**src/rtl/pc_fetch_pkg.sv**
```systemverilog
// pc_fetch_pkg: shared widths, constants and the per-cycle action type
// used by the instruction-fetch stage.
package pc_fetch_pkg;

  localparam int unsigned REG_W = 16;

  // Instruction inserted into IF/ID whenever the stage emits a bubble.
  localparam logic [REG_W-1:0] NOP_INSTR = 16'h0800;

  // Default value for the RESET_PC parameter of pc_fetch.
  localparam logic [REG_W-1:0] RESET_PC_DEFAULT = 16'h0000;

  // What the fetch stage does on the coming clock edge.
  typedef enum logic [1:0] {
    ACT_FETCH  = 2'd0,
    ACT_BUBBLE = 2'd1,
    ACT_HOLD   = 2'd2,
    ACT_REDIR  = 2'd3
  } fetch_act_e;

endpackage

```
**src/rtl/pc_fetch_perf_cnt.sv**
```systemverilog
// fetch_perf_cnt: 16-bit free-running event counter that wraps at 16'hFFFF.
// Ports:
//   clk  - clock, rising edge
//   rst  - asynchronous active-high reset, clears the count
//   inc  - count one event on this edge
//   cnt  - current count (registered)
module fetch_perf_cnt
  import pc_fetch_pkg::*;
(
  input  logic             clk,
  input  logic             rst,
  input  logic             inc,
  output logic [REG_W-1:0] cnt
);

  logic [REG_W-1:0] cnt_r;

  // Event counter register; modulo-2^16 increment, no saturation.
  always_ff @(posedge clk or posedge rst) begin
    if (rst) begin
      cnt_r <= 16'h0000;
    end else if (inc) begin
      cnt_r <= cnt_r + 16'h0001;
    end else begin
      cnt_r <= cnt_r;
    end
  end

  assign cnt = cnt_r;

endmodule

```
**src/rtl/pc_fetch.sv**
```systemverilog
// pc_fetch: instruction-fetch stage. Owns the PC, drives the asynchronous
// instruction SRAM address, loads the IF/ID register and takes branch
// redirects from the ID-stage resolver.
// Ports:
//   clk, rst            - clock and asynchronous active-high reset
//   set_pc, set_pc_value- redirect request and target (ignored while stalled)
//   stall               - ID hazard, freezes PC, IF/ID and counters
//   mem_busy            - SRAM owned by MEM this cycle, bubble into IF/ID
//   imem_addr, imem_req - fetch address (== pc) and fetch-performed strobe
//   imem_data           - instruction word for imem_addr, same cycle
//   if_pc, if_opn,
//   if_valid            - IF/ID register: fetched address + 1, instruction,
//                         real-instruction flag
//   fetch_cnt,
//   redirect_cnt        - debug event counters
module pc_fetch
  import pc_fetch_pkg::*;
#(
  parameter logic [REG_W-1:0] RESET_PC = RESET_PC_DEFAULT
) (
  input  logic             clk,
  input  logic             rst,
  input  logic             set_pc,
  input  logic [REG_W-1:0] set_pc_value,
  input  logic             stall,
  input  logic             mem_busy,
  output logic [REG_W-1:0] imem_addr,
  output logic             imem_req,
  input  logic [REG_W-1:0] imem_data,
  output logic [REG_W-1:0] if_pc,
  output logic [REG_W-1:0] if_opn,
  output logic             if_valid,
  output logic [REG_W-1:0] fetch_cnt,
  output logic [REG_W-1:0] redirect_cnt
);

  logic [REG_W-1:0] pc_r;
  logic [REG_W-1:0] if_pc_r;
  logic [REG_W-1:0] if_opn_r;
  logic             if_valid_r;
  logic             redir_s;
  fetch_act_e       act_s;

  // A redirect seen during a stall is dropped, not deferred: the branch
  // stays in ID and is resolved again once the stall clears.
  assign redir_s = set_pc & ~stall;

  // Priority decode of the action for the coming edge.
  always_comb begin
    act_s = ACT_FETCH;
    if (redir_s) begin
      act_s = ACT_REDIR;
    end else if (stall) begin
      act_s = ACT_HOLD;
    end else if (mem_busy) begin
      act_s = ACT_BUBBLE;
    end else begin
      act_s = ACT_FETCH;
    end
  end

  assign imem_addr = pc_r;
  assign imem_req  = ~rst & (act_s == ACT_FETCH);

  // PC and IF/ID register update.
  always_ff @(posedge clk or posedge rst) begin
    if (rst) begin
      pc_r       <= RESET_PC;
      if_pc_r    <= 16'h0000;
      if_opn_r   <= NOP_INSTR;
      if_valid_r <= 1'b0;
    end else begin
      case (act_s)
        ACT_REDIR: begin
          pc_r       <= set_pc_value;
          if_pc_r    <= 16'h0000;
          if_opn_r   <= NOP_INSTR;
          if_valid_r <= 1'b0;
        end
        ACT_BUBBLE: begin
          // ID advances while IF cannot fetch, so ID must see a NOP.
          pc_r       <= pc_r;
          if_pc_r    <= 16'h0000;
          if_opn_r   <= NOP_INSTR;
          if_valid_r <= 1'b0;
        end
        ACT_FETCH: begin
          pc_r       <= pc_r + 16'h0001;
          if_pc_r    <= pc_r + 16'h0001;
          if_opn_r   <= imem_data;
          if_valid_r <= 1'b1;
        end
        default: begin
          pc_r       <= pc_r;
          if_pc_r    <= if_pc_r;
          if_opn_r   <= if_opn_r;
          if_valid_r <= if_valid_r;
        end
      endcase
    end
  end

  assign if_pc    = if_pc_r;
  assign if_opn   = if_opn_r;
  assign if_valid = if_valid_r;

  fetch_perf_cnt u_fetch_cnt (
    .clk (clk),
    .rst (rst),
    .inc (act_s == ACT_FETCH),
    .cnt (fetch_cnt)
  );

  fetch_perf_cnt u_redirect_cnt (
    .clk (clk),
    .rst (rst),
    .inc (act_s == ACT_REDIR),
    .cnt (redirect_cnt)
  );

endmodule

```
**config.mk**
```make
export PLATFORM = sky130hd
export DESIGN_NAME = pc_fetch
export DESIGN_NICKNAME = d
export VERILOG_FILES = /design/src/rtl/pc_fetch_pkg.sv /design/src/rtl/pc_fetch_perf_cnt.sv /design/src/rtl/pc_fetch.sv
export SDC_FILE = /design/constraint.sdc
export NUM_CORES = 1
export LEC_CHECK = 0
export CAP_MARGIN = 20
export CORE_MARGIN = 5
export CORE_UTILIZATION = 42
export DETAILED_ROUTE_END_ITERATION = 8
export GPL_TIMING_DRIVEN = 1
export PLACE_DENSITY_LB_ADDON = 0.05
export SETUP_SLACK_MARGIN = 0.2
export SYNTH_ARGS = -nofsm -noshare
export SYNTH_HDL_FRONTEND = slang
export SYNTH_SLANG_ARGS = --single-unit
export TNS_END_PERCENT = 50
```
**constraint.sdc**
```tcl
create_clock -name clk -period 2.6 [get_ports clk]
set_input_delay 0.52 -clock clk [delete_from_list [all_inputs] [get_ports clk]]
set_output_delay 0.52 -clock clk [all_outputs]
set_load 0.02 [all_outputs]
```
==> impl_metrics.json <==
{
  "p_leak_nw": 2.28,
  "yosys.cell_count.top_type": "dfrtp_1",
  "setup_violations": 0,
  "critPathCaptureType": "output pin",
  "first_iter_violations": 106,
  "critical_path.top_delay_family": "buffers and inverters",
  "cts-root-buf": "clkbuf_8",
  "avgSynthCellArea_um2": 10.6,
  "power.density_mw_per_mm2": 673,
  "crit_type": "in2out",
  "crit_fanout": 2,
  "num_rows": 34,
  "synthCells": 360,
  "max_stage_delay_ps": 470,
  "n_antenna_cell": 0,
  "layout.nets": 525,
  "crit_chain": "clkdlybuf4s50_1 > nor2_1 > or2_2 > ha_1 > nor2b_1 > buf_2",
  "finalMaxSlewViolations": 0,
  "ys_top_cells_by_count": "dfrtp_1, nand2_1, xor2_1",
  "startpoint_type": "primary input",
  "utilization": 0.610,
  "first_pass_iters": 4,
  "gp_congestion": 0.765,
  "pwr-share-seq": 0.460,
  "hp-class": "reg2reg",
  "slew_headroom": 0.619,
  "arrival_ps": 1850,
  "required_ps": 2080,
  "cts-htree-levels": 3,
  "synth_top_area_cell": "dfrtp_1",
  "yosysSeqAreaShare": 0.530,
  "fillCellCount": 773,
  "place_inst": 579,
  "grt_max_degree": 38,
  "pin_count": 119,
  "swShare": 0.347,
  "die_y_um": 105,
  "initial_core_util": 0.434,
  "port_buffers": 118,
  "antenna_found_initial": 0,
  "overflow": 0,
  "synth_nets": 403,
  "viasPerCell": 5.31,
  "min_period_over_period": 0.911,
  "cts_tree": "built",
  "intPower_w": 0.00236,
  "grt_setup_unrepaired": "yes",
  "syn_area_mm2": 0.00382,
  "hold_viol": 0,
  "fp.dieW_um": 105,
  "cp_num_buf_inv": 2,
  "drive_above_1_share": 0.0945,
  "status": "completed",
  "ant_nets": 0,
  "tightest_slew_ps": 570,
  "synth_cell_types": 41,
  "async_flop_share": 1.00,
  "drv_cap": 0,
  "dp_hpwl_um": 7010,
  "layoutNonFillerInstCount": 595,
  "track_usage": 0.180,
  "crit_slowest_cell": "clkdlybuf4s50_1",
  "yosys_warnings": 0,
  "grt_pass1_vias": 3138,
  "die_area_mm2": 0.0111,
  "power_w": 0.00361,
  "clk_pin_slew_ps": 80,
  "core_area_mm2": 0.00881,
  "wirelength_um": 9690,
  "synth_area_leaders": "dfrtp_1, xor2_1, xnor2_1",
  "grt_pass1_wl_um": 16300,
  "p_comb_frac": 0.304,
  "fin_skew_ps": 8.38,
  "vias": 3157,
  "netlist.area_leader.share": 0.524,
  "numCtsBuffers": 9,
  "synth_seq_cells": 81,
  "post_drt_wl_per_cell_um": 16.3,
  "period_needed_ps": 2370,
  "synthToLayoutAreaGrowth_pct": 40.4,
  "synth_edf_count": 0,
  "synthFlopType": "dfrtp_1",
  "fmax_mhz": 422,
  "clk_latency_ps": 350,
  "vdd_drop_max_uv": 319,
  "p_sw_w": 0.00125,
  "clock_path_buffers": 2,
  "post-route-drc-count": 0,
  "cts_num_sinks": 81,
  "clockPowerShare": 0.237
}
power by group through the flow:
stage | logic, W | clock network, W | registers, W
after floorplan | 0.000417 | 0 | 0.00183
after global placement | 0.00109 | 0 | 0.00168
after detailed placement | 0.00111 | 0 | 0.00168
after CTS | 0.00111 | 0.000885 | 0.00166
after global routing | 0.00119 | 0.000935 | 0.00170
final | 0.00110 | 0.000855 | 0.00166
final timing paths:
check                                   from                 end  slack, ps  cells past startpoint
max in group asynchronous                rst  u_fetch_cnt.cnt[8]       1300                      3
min in group asynchronous                rst  u_fetch_cnt.cnt[3]        600                      2
worst min-delay path              if_opn[11]          if_opn[11]        470                      2
worst min register to register    if_opn[11]          if_opn[11]        470                      2
worst max register to register  imem_addr[0]           if_pc[14]        670                      5
worst max-delay path                  set_pc            imem_req        230                      6
layout by cell type, fill, tap and decap left out, types with 5 or more instances in the layout:
cell and n:
a21oi_1 13, a22o_1 16, and3_1 5, and4_1 7
buf_4 13, clkbuf_8 10, clkdlybuf4s50_1 117, dfrtp_1 80
ha_1 6, inv_1 6, nand2_1 42, nand2b_1 5
nand3_1 17, nand4_1 16, nor2_1 13, o21ai_0 11
o21ai_1 8, xnor2_1 20, xor2_1 23
registers in the layout, indices dropped and copies added, names as in the netlist:
name                cells
u_redirect_cnt.cnt     16
imem_addr              16
if_pc                  16
u_fetch_cnt.cnt        16
if_valid                1
if_opn                 16
per-layer routing:
layer	GRT usage	vias up	share of wire
met5	0	-	0
met4	0.0590	0	0.0076
met3	0.0391	6	0.056
met2	0.285	87	0.48
met1	0.247	1544	0.46
li1	-	1520	-
worst min-delay path: cells and delay by family (launching register included):
| family | cells | cell delay (ps) |
|---|---|---|
| DFF | 1 | 370 |
| AOI/OAI and AO/OA | 1 | 50 |
| buffers and inverters | 1 | 40 |
stage by stage:
step	instance area, um^2	hold WS (ps)	worst slack (ps)	setup TNS, ps
finish	5370	466	232	0
global route	5370	494	171	0
floorplan	3830	497	76.0	0
CTS	5360	468	248	0
detailed placement	5180	455	-117	-446
global placement	5180	456	-97.6	-151
cells by family after synthesis:
| logic type | after synthesis | share of synthesized area |
|---|---|---|
| mux | 6 | 0.0164 |
| simple gates | 126 | 0.180 |
| fa+ha+maj | 6 | 0.0196 |
| buf+inv | 31 | 0.0363 |
| xor+xnor | 43 | 0.0985 |
| flops | 81 | 0.530 |
| compound gates | 67 | 0.118 |
timing repair:
action / 4_1_cts / 5_1_grt
setup endpoints to repair: 1 / 5
buffers inserted: 0 / 0
gates resized for setup: 4 / 2
hold buffers: 0 / 0
cell type report:
| class | count | area (um^2) | area share |
|---|---|---|---|
| clock inverters | 5 | 40.0 | 0.00746 |
| multi-input cells | 248 | 1660 | 0.309 |
| clock buffers | 11 | 141 | 0.0263 |
| repair buffers | 135 | 1340 | 0.249 |
| well taps | 108 | 135 | 0.0252 |
| inverters | 7 | 30.0 | 0.00559 |
| flip-flops and latches | 81 | 2030 | 0.378 |
(Power assumes the default switching activity.)
